$ cat src/rtl/time_counter_pkg.sv
// Shared clock/alarm constants, field types and the wrap-increment helper.
package time_counter_pkg;

  localparam int unsigned HOURS_PER_DAY = 24;
  localparam int unsigned MINS_PER_HOUR = 60;
  localparam int unsigned SECS_PER_MIN  = 60;

  localparam int unsigned HOUR_W = 5;
  localparam int unsigned MIN_W  = 6;
  localparam int unsigned SEC_W  = 6;
  localparam int unsigned BCD_W  = 8;

  typedef logic [HOUR_W-1:0] hour_t;
  typedef logic [MIN_W-1:0]  min_t;
  typedef logic [SEC_W-1:0]  sec_t;
  typedef logic [BCD_W-1:0]  bcd_t;

  localparam hour_t HOUR_LAST = hour_t'(HOURS_PER_DAY - 1);
  localparam min_t  MIN_LAST  = min_t'(MINS_PER_HOUR - 1);
  localparam sec_t  SEC_LAST  = sec_t'(SECS_PER_MIN - 1);

  // Compare-to-terminal increment; never produces a value past last.
  function automatic logic [5:0] inc_wrap(input logic [5:0] value, input logic [5:0] last);
    return (value == last) ? 6'd0 : value + 6'd1;
  endfunction

endpackage

$ cat src/rtl/bin2bcd_2digit.sv
// Combinational 0..59 binary to two-digit BCD (tens in [7:4]).
module bin2bcd_2digit
  import time_counter_pkg::*;
(
  input  logic [5:0] bin,
  output bcd_t       bcd
);

  assign bcd = {4'(bin / 6'd10), 4'(bin % 6'd10)};

endmodule

$ cat src/rtl/time_counter.sv
// 24-hour h:m:s counter with run prescaler, set strobes, day rollover pulse
// and registered binary plus BCD outputs.
module time_counter
  import time_counter_pkg::*;
#(
  parameter int unsigned CLK_PER_SEC = 1
) (
  input  logic       clk,
  input  logic       reset,
  input  logic       hours,
  input  logic       mins,
  input  logic       secs,
  output logic [4:0] hour,
  output logic [5:0] minute,
  output logic [5:0] second,
  output logic [7:0] hour_bcd,
  output logic [7:0] minute_bcd,
  output logic [7:0] second_bcd,
  output logic       day_tick
);

  localparam int unsigned PW = (CLK_PER_SEC > 1) ? $clog2(CLK_PER_SEC) : 1;
  localparam logic [PW-1:0] PRESC_LAST = PW'(CLK_PER_SEC - 1);

  logic [PW-1:0] presc_q, presc_d;
  hour_t hour_q, hour_d;
  min_t  min_q, min_d;
  sec_t  sec_q, sec_d;
  bcd_t  hour_bcd_q, min_bcd_q, sec_bcd_q;
  bcd_t  hour_bcd_d, min_bcd_d, sec_bcd_d;
  logic  day_tick_q, day_tick_d;
  logic  set_mode;

  assign set_mode = hours | mins;

  always_comb begin
    presc_d    = presc_q;
    hour_d     = hour_q;
    min_d      = min_q;
    sec_d      = sec_q;
    day_tick_d = 1'b0;
    if (set_mode) begin
      // Set strobes never carry between fields and restart the second.
      presc_d = '0;
      sec_d   = '0;
      if (hours) hour_d = hour_t'(inc_wrap({1'b0, hour_q}, {1'b0, HOUR_LAST}));
      if (mins)  min_d  = inc_wrap(min_q, MIN_LAST);
    end else if (secs) begin
      if (presc_q == PRESC_LAST) begin
        presc_d = '0;
        sec_d   = inc_wrap(sec_q, SEC_LAST);
        if (sec_q == SEC_LAST) begin
          min_d = inc_wrap(min_q, MIN_LAST);
          if (min_q == MIN_LAST) begin
            hour_d     = hour_t'(inc_wrap({1'b0, hour_q}, {1'b0, HOUR_LAST}));
            day_tick_d = (hour_q == HOUR_LAST);
          end
        end
      end else begin
        presc_d = presc_q + 1'b1;
      end
    end else begin
      presc_d = '0;
    end
  end

  // BCD is derived from next-state so both output forms update on the same edge.
  bin2bcd_2digit u_hour_bcd (
    .bin ({1'b0, hour_d}),
    .bcd (hour_bcd_d)
  );

  bin2bcd_2digit u_min_bcd (
    .bin (min_d),
    .bcd (min_bcd_d)
  );

  bin2bcd_2digit u_sec_bcd (
    .bin (sec_d),
    .bcd (sec_bcd_d)
  );

  always_ff @(posedge clk or posedge reset) begin
    if (reset) begin
      presc_q    <= '0;
      hour_q     <= '0;
      min_q      <= '0;
      sec_q      <= '0;
      hour_bcd_q <= '0;
      min_bcd_q  <= '0;
      sec_bcd_q  <= '0;
      day_tick_q <= 1'b0;
    end else begin
      presc_q    <= presc_d;
      hour_q     <= hour_d;
      min_q      <= min_d;
      sec_q      <= sec_d;
      hour_bcd_q <= hour_bcd_d;
      min_bcd_q  <= min_bcd_d;
      sec_bcd_q  <= sec_bcd_d;
      day_tick_q <= day_tick_d;
    end
  end

  assign hour       = hour_q;
  assign minute     = min_q;
  assign second     = sec_q;
  assign hour_bcd   = hour_bcd_q;
  assign minute_bcd = min_bcd_q;
  assign second_bcd = sec_bcd_q;
  assign day_tick   = day_tick_q;

endmodule
$ cat config.mk
export PLATFORM = sky130hd
export DESIGN_NAME = time_counter
export DESIGN_NICKNAME = d
export VERILOG_FILES = /design/src/rtl/time_counter_pkg.sv /design/src/rtl/bin2bcd_2digit.sv /design/src/rtl/time_counter.sv
export SDC_FILE = /design/constraint.sdc
export NUM_CORES = 1
export LEC_CHECK = 0
export CAP_MARGIN = 15
export CORE_ASPECT_RATIO = 2
export CORE_MARGIN = 4
export CORE_UTILIZATION = 54
export CTS_BUF_LIST = sky130_fd_sc_hd__clkbuf_8
export DETAILED_ROUTE_END_ITERATION = 12
export MAX_ROUTING_LAYER = met4
export PLACE_DENSITY = 0.83
export SETUP_SLACK_MARGIN = 0.05
export SYNTH_ARGS = -nofsm -noshare
export SYNTH_HDL_FRONTEND = slang
export SYNTH_SLANG_ARGS = --single-unit
export TNS_END_PERCENT = 20
$ cat constraint.sdc
create_clock -name clk -period 4.1 [get_ports clk]
set_input_delay 0.82 -clock clk [delete_from_list [all_inputs] [get_ports clk]]
set_output_delay 0.82 -clock clk [all_outputs]
set_load 0.005 [all_outputs]
== Word level (Yosys, flattened, before mapping) ==
Cells that the tools add are included.
W data, S select, Z words.
Cells by class
  add/subtract/negate cells: 4
  div/mod/pow operators: 6
  eq/ne operators: 3
  muxes and demuxes: 25
  bitwise gates (word level): 1
Operators by type and width (count)
  $mux W6: 10
  $mux W5: 7
  $add A6 B1 Y6 const B: 2
  $div A6 B4 Y6 const B: 2
  $eq A6 B6 Y1 const B: 2
  $mod A6 B4 Y6 const B: 2
  $mux W1: 8
  $div A5 B4 Y6 const B: 1
  $mod A5 B4 Y6 const B: 1
  $add A5 B1 Y5 const B: 1
  $eq A5 B5 Y1 const B: 1
  $add A1 B1 Y1 const B: 1
  $or A1 B1 Y1: 1
Storage, ports and cells
  flip-flop bits (word level): 43
  input bits: 5
  output and inout bits: 42
  word-level logic and storage cells: 47

== Logic depth before layout (Yosys ltp) ==
  depth after elaboration: 8
  gate-level depth with buffers: 16
  gate-level depth less buffers: 15

== By module ==
Synthesis repeated with hierarchy kept, for this count alone.
Unflattened totals
  cell total of the unflattened synthesis: 270
  area total of the unflattened synthesis: 2568.7 sq um
Modules (own cells, without submodules)
  time_counter: instances 1, cells an instance 111, area each 1529.0 sq um
  bin2bcd_2digit: instances 3, cells an instance 53, area each 346.6 sq um

== Worst setup path after synthesis ==
OpenSTA, ideal clock, no wires.
  path type: input -> register
  start point: in hours
  end point: reg min_bcd_q[3], in the netlist minute_bcd[3]
  arrival time: 3584 ps
  required time: 4024 ps
  path slack: 439 ps
  stages: 13
  buffers on the path: 2
  cell sequence: clkbuf_1 > o31a_1 > buf_6 > or4b_4 > nand2_1 > inv_1 > ha_1 > nor4b_1 > a31o_2 > o221a_1 > a2111oi_4 > a31oi_1 > o21ai_1
Between the ends
  longest elaborated chain between the ends: 3
Ends and longest elaborated chain
  start, declared: RTL line time_counter.sv:10  | input logic hours,
  $or A1 B1 Y1: RTL line time_counter.sv:34  | assign set_mode = hours | mins;
  $mux W6: RTL line time_counter.sv:42  | if (set_mode) begin
  via min_d[4]: RTL line time_counter.sv:27  | min_t min_q, min_d;
  $mod A6 B4 Y6: RTL line bin2bcd_2digit.sv:9  | assign bcd = {4'(bin / 6'd10), 4'(bin % 6'd10)};
  via min_bcd_d[3]: RTL line time_counter.sv:30  | bcd_t hour_bcd_d, min_bcd_d, sec_bcd_d;
  end signal, assigned: RTL line time_counter.sv:99  | min_bcd_q <= min_bcd_d;
  end, declared: RTL line time_counter.sv:29  | bcd_t hour_bcd_q, min_bcd_q, sec_bcd_q;
The timed path passes the listed nets, and every way through them passes these cells.

== Final worst setup path ==
  start point: in secs
  end point: reg min_bcd_q[3], in the netlist minute_bcd[3]
Between the ends
  longest elaborated chain between the ends: 3
Ends and longest elaborated chain
  start, declared: RTL line time_counter.sv:12  | input logic secs,
  $mux W6: RTL line time_counter.sv:48  | end else if (secs) begin
  $mux W6: RTL line time_counter.sv:42
  via min_d[4]: RTL line time_counter.sv:27
  $mod A6 B4 Y6: RTL line bin2bcd_2digit.sv:9
  via min_bcd_d[3]: RTL line time_counter.sv:30
The timed path passes the listed nets, and every way through them passes these cells.

==> flow_summary.json <==
{
  "setup_viol_count_final": 0,
  "fin_crit_sh_pct": 91.7,
  "htreeDepth": 2,
  "detail_route.iter0.violations": 49,
  "netlist_area_mm2": 0.00243,
  "cap_violations": 0,
  "yosys-top-cells-count": "dfrtp_1, inv_1, nand2_1",
  "arrival_ps": 3970,
  "tritoncts": "done",
  "drive_gt1_share_pct": 16.1,
  "regArea_um2": 876,
  "drt-total-wl_um": 5830,
  "fmax_mhz": 266,
  "setup_tns_ps": 0,
  "p_total_mw": 2.20,
  "critPathKind": "primary input to register",
  "critPathLaunchType": "primary input",
  "grt_pass1_wl_um": 10100,
  "cp.required_ps": 4310,
  "synth_top_area_share_pct": 36.1,
  "hpwlAfterDp_um": 4570,
  "cts_buffers": 5,
  "stdcell_count": 376,
  "dpl-instance-area_mm2": 0.00299,
  "worst_slack_ps": 340,
  "path_max_fanout": 5,
  "powerDensity_mw_per_mm2": 714,
  "ir_drop_v": 0.000556,
  "coreArea_mm2": 0.00434,
  "vias_per_cell": 5.88,
  "cts_hold_buffers": 0,
  "die_area_mm2": 0.00569,
  "row_count": 34,
  "slew_headroom_pct": 52.1,
  "clock_skew_ps": 4.93,
  "synth_cells": 263,
  "diodes": 0,
  "cts_buffer_depth": 2,
  "yosys.area.top_type": "dfrtp_1",
  "first_pass_iters": 4,
  "area_growth_pct": 27.2,
  "start_util_pct": 55.9,
  "finalCriticalPeriod_ps": 3760,
  "post_cts_buffers": 0,
  "io-pin-count": 47,
  "cts-resized-gates": 0,
  "synth-seq-cells": 35,
  "nNetsFinal": 338,
  "yosysMostFrequentCell": "dfrtp_1",
  "cpPeakStageDelay_ps": 530,
  "critPathTopFamily": "simple AND/OR/NAND/NOR gates",
  "vias": 2211,
  "cp_cell_sequence": "clkdlybuf4s50_1 > nand2_1 > o31a_1 > or4b_4 > nand2_1 > inv_1 > ha_1 > nor4b_1 > a31o_2 > nor2_1 > and2_1 > o22ai_1 > ha_1 > a211o_1 > o21ai_1",
  "die_h_um": 103,
  "rsz0062_at_grt": "false",
  "utilization_pct": 71.1,
  "nFillCells": 371,
  "place_inst": 368,
  "outcome": "finished, final reports clean",
  "yosys-top-cells-area": "dfrtp_1, ha_1, mux2i_1",
  "critical_path_buf_inv_count": 2,
  "grt_util_all_layers_pct": 22.8,
  "rrSetupSlack_ps": 610,
  "antenna_left": 0,
  "critPathCaptureType": "register",
  "ys_seq_area_share_pct": 36.1,
  "die_width_um": 55.4,
  "worst_hold_slack_ps": 652,
  "gp_congestion": 0.920,
  "clock-sinks": 35,
  "hold_violations": 0,
  "tightest_slew_ps": 716,
  "worstSkewPairLatency_ps": 300,
  "syn_avg_cell_area_um2": 9.22,
  "grt_antenna_before_repair": 0,
  "ys_types": 65,
  "hold_end": "minute_bcd[0]",
  "cts-root-buf": "clkbuf_8",
  "drc": 0,
  "synthArstFlopShare_pct": 100,
  "place_ws_ps": 65.3,
  "synth_edf_count": 0,
  "r2r_start": "second[3]",
  "worst-r2r-cell-count": 14,
  "r2r-end": "minute_bcd[3]",
  "final_cell_area_mm2": 0.00309,
  "use_met2_pct": 43.0,
  "leakagePower_nw": 1.36,
  "clkTransAtPathRegs_ps": 80,
  "cp_slowest_cell": "or4b_4",
  "busiest_layer": "met2",
  "wl_per_cell_um": 15.5,
  "hold_class": "register to register",
  "worstHoldPathCells": 2,
  "first_global_vias": 2283,
  "portBuffers": 42,
  "gr-total-overflow": 0,
  "grt_max_degree": 36,
  "gr-usage-met1_pct": 21.0,
  "multi_input_area_mm2": 0.00138,
  "ys.warnings.count": 0,
  "synth_flop_cell": "dfrtp_1",
  "hp-start": "minute_bcd[0]",
  "use_met3_pct": 4.64,
  "slew_viol_final": 0
}
==> worst register-to-register path: cells and delay by family (launching register included) <==
family,cells,cell delay [ps]
DFF,1,540
AOI/OAI and AO/OA,5,1010
buffers and inverters,1,50
adders and majority gates,2,500
and+or+nand+nor,6,1280
==> area by class of cell <==
| class | instances | area share, % |
|---|---|---|
| Multi-Input combinational cell | 194 | 44.8 |
| Sequential cell | 35 | 28.4 |
| Timing Repair Buffer | 65 | 19.2 |
| Inverter | 20 | 2.43 |
| Clock buffer | 5 | 2.23 |
| Tap cell | 54 | 2.19 |
| Clock inverter | 3 | 0.770 |
==> cell usage in the layout (no fill, tap or decap), types with 2 or more instances in the layout <==
| cell | count |
|---|---|
| o41ai_1 | 2 |
| ha_1 | 12 |
| or2_2 | 4 |
| a21oi_1 | 12 |
| or3_1 | 2 |
| o21ai_1 | 2 |
| inv_1 | 19 |
| clkinvlp_4 | 2 |
| nor2b_1 | 3 |
| a211o_1 | 4 |
| xor2_1 | 4 |
| clkbuf_8 | 5 |
| a31oi_1 | 5 |
| nand3_1 | 3 |
| conb_1 | 4 |
| nor2_1 | 15 |
| a21o_1 | 4 |
| a31o_2 | 2 |
| xnor2_1 | 2 |
| nor3_1 | 5 |
| a32oi_1 | 2 |
| mux2i_1 | 8 |
| o21a_1 | 2 |
| buf_4 | 23 |
| nand4_1 | 3 |
| and2_1 | 8 |
| o221ai_1 | 2 |
| nand2b_1 | 6 |
| o22ai_1 | 3 |
| mux2_2 | 5 |
| dfrtp_1 | 35 |
| o21ai_0 | 15 |
| clkdlybuf4s50_1 | 42 |
| a211oi_1 | 6 |
| nor3b_1 | 2 |
| nand2_1 | 19 |
==> power by group <==
group / switching, mW / total (mW) / internal (mW)
combinational: 0.677 / 1.36 / 0.681
sequential: 0.114 / 0.580 / 0.466
clock: 0.143 / 0.265 / 0.121
==> flip-flops by register name (all words and copies together) (netlist names) <==
register    count
minute          5
second          5
hour            4
second_bcd      7
minute_bcd      7
day_tick        1
hour_bcd        6
==> layer usage <==
metal / part of all wire (%) / routed length (um)
met4: 3.8 / 222
met2: 58 / 3370
met5: 0 / 0
met1: 35 / 2030
met3: 3.5 / 206
==> logic make-up after synthesis <==
| logic type | count (synthesis) | synth area share [%] |
|---|---|---|
| buffers and inverters | 37 | 7.37 |
| other | 1 | 0.155 |
| adders and majority gates | 13 | 6.60 |
| and+or+nand+nor | 81 | 18.9 |
| muxes | 13 | 5.62 |
| DFF | 35 | 36.1 |
| AOI/OAI and AO/OA | 77 | 23.1 |
| xor gates and xnor gates | 6 | 2.17 |
==> worst max-delay path by stage <==
stage	startpoint	cells after the start	to	slack, ps
floorplan	hours	13	minute_bcd[3]	440
global placement	secs	15	minute_bcd[3]	80
detailed placement	secs	15	minute_bcd[3]	70
CTS	secs	15	minute_bcd[3]	360
global route	secs	17	second_bcd[3]	110
finish	secs	15	minute_bcd[3]	340
(Power assumes the default switching activity.)
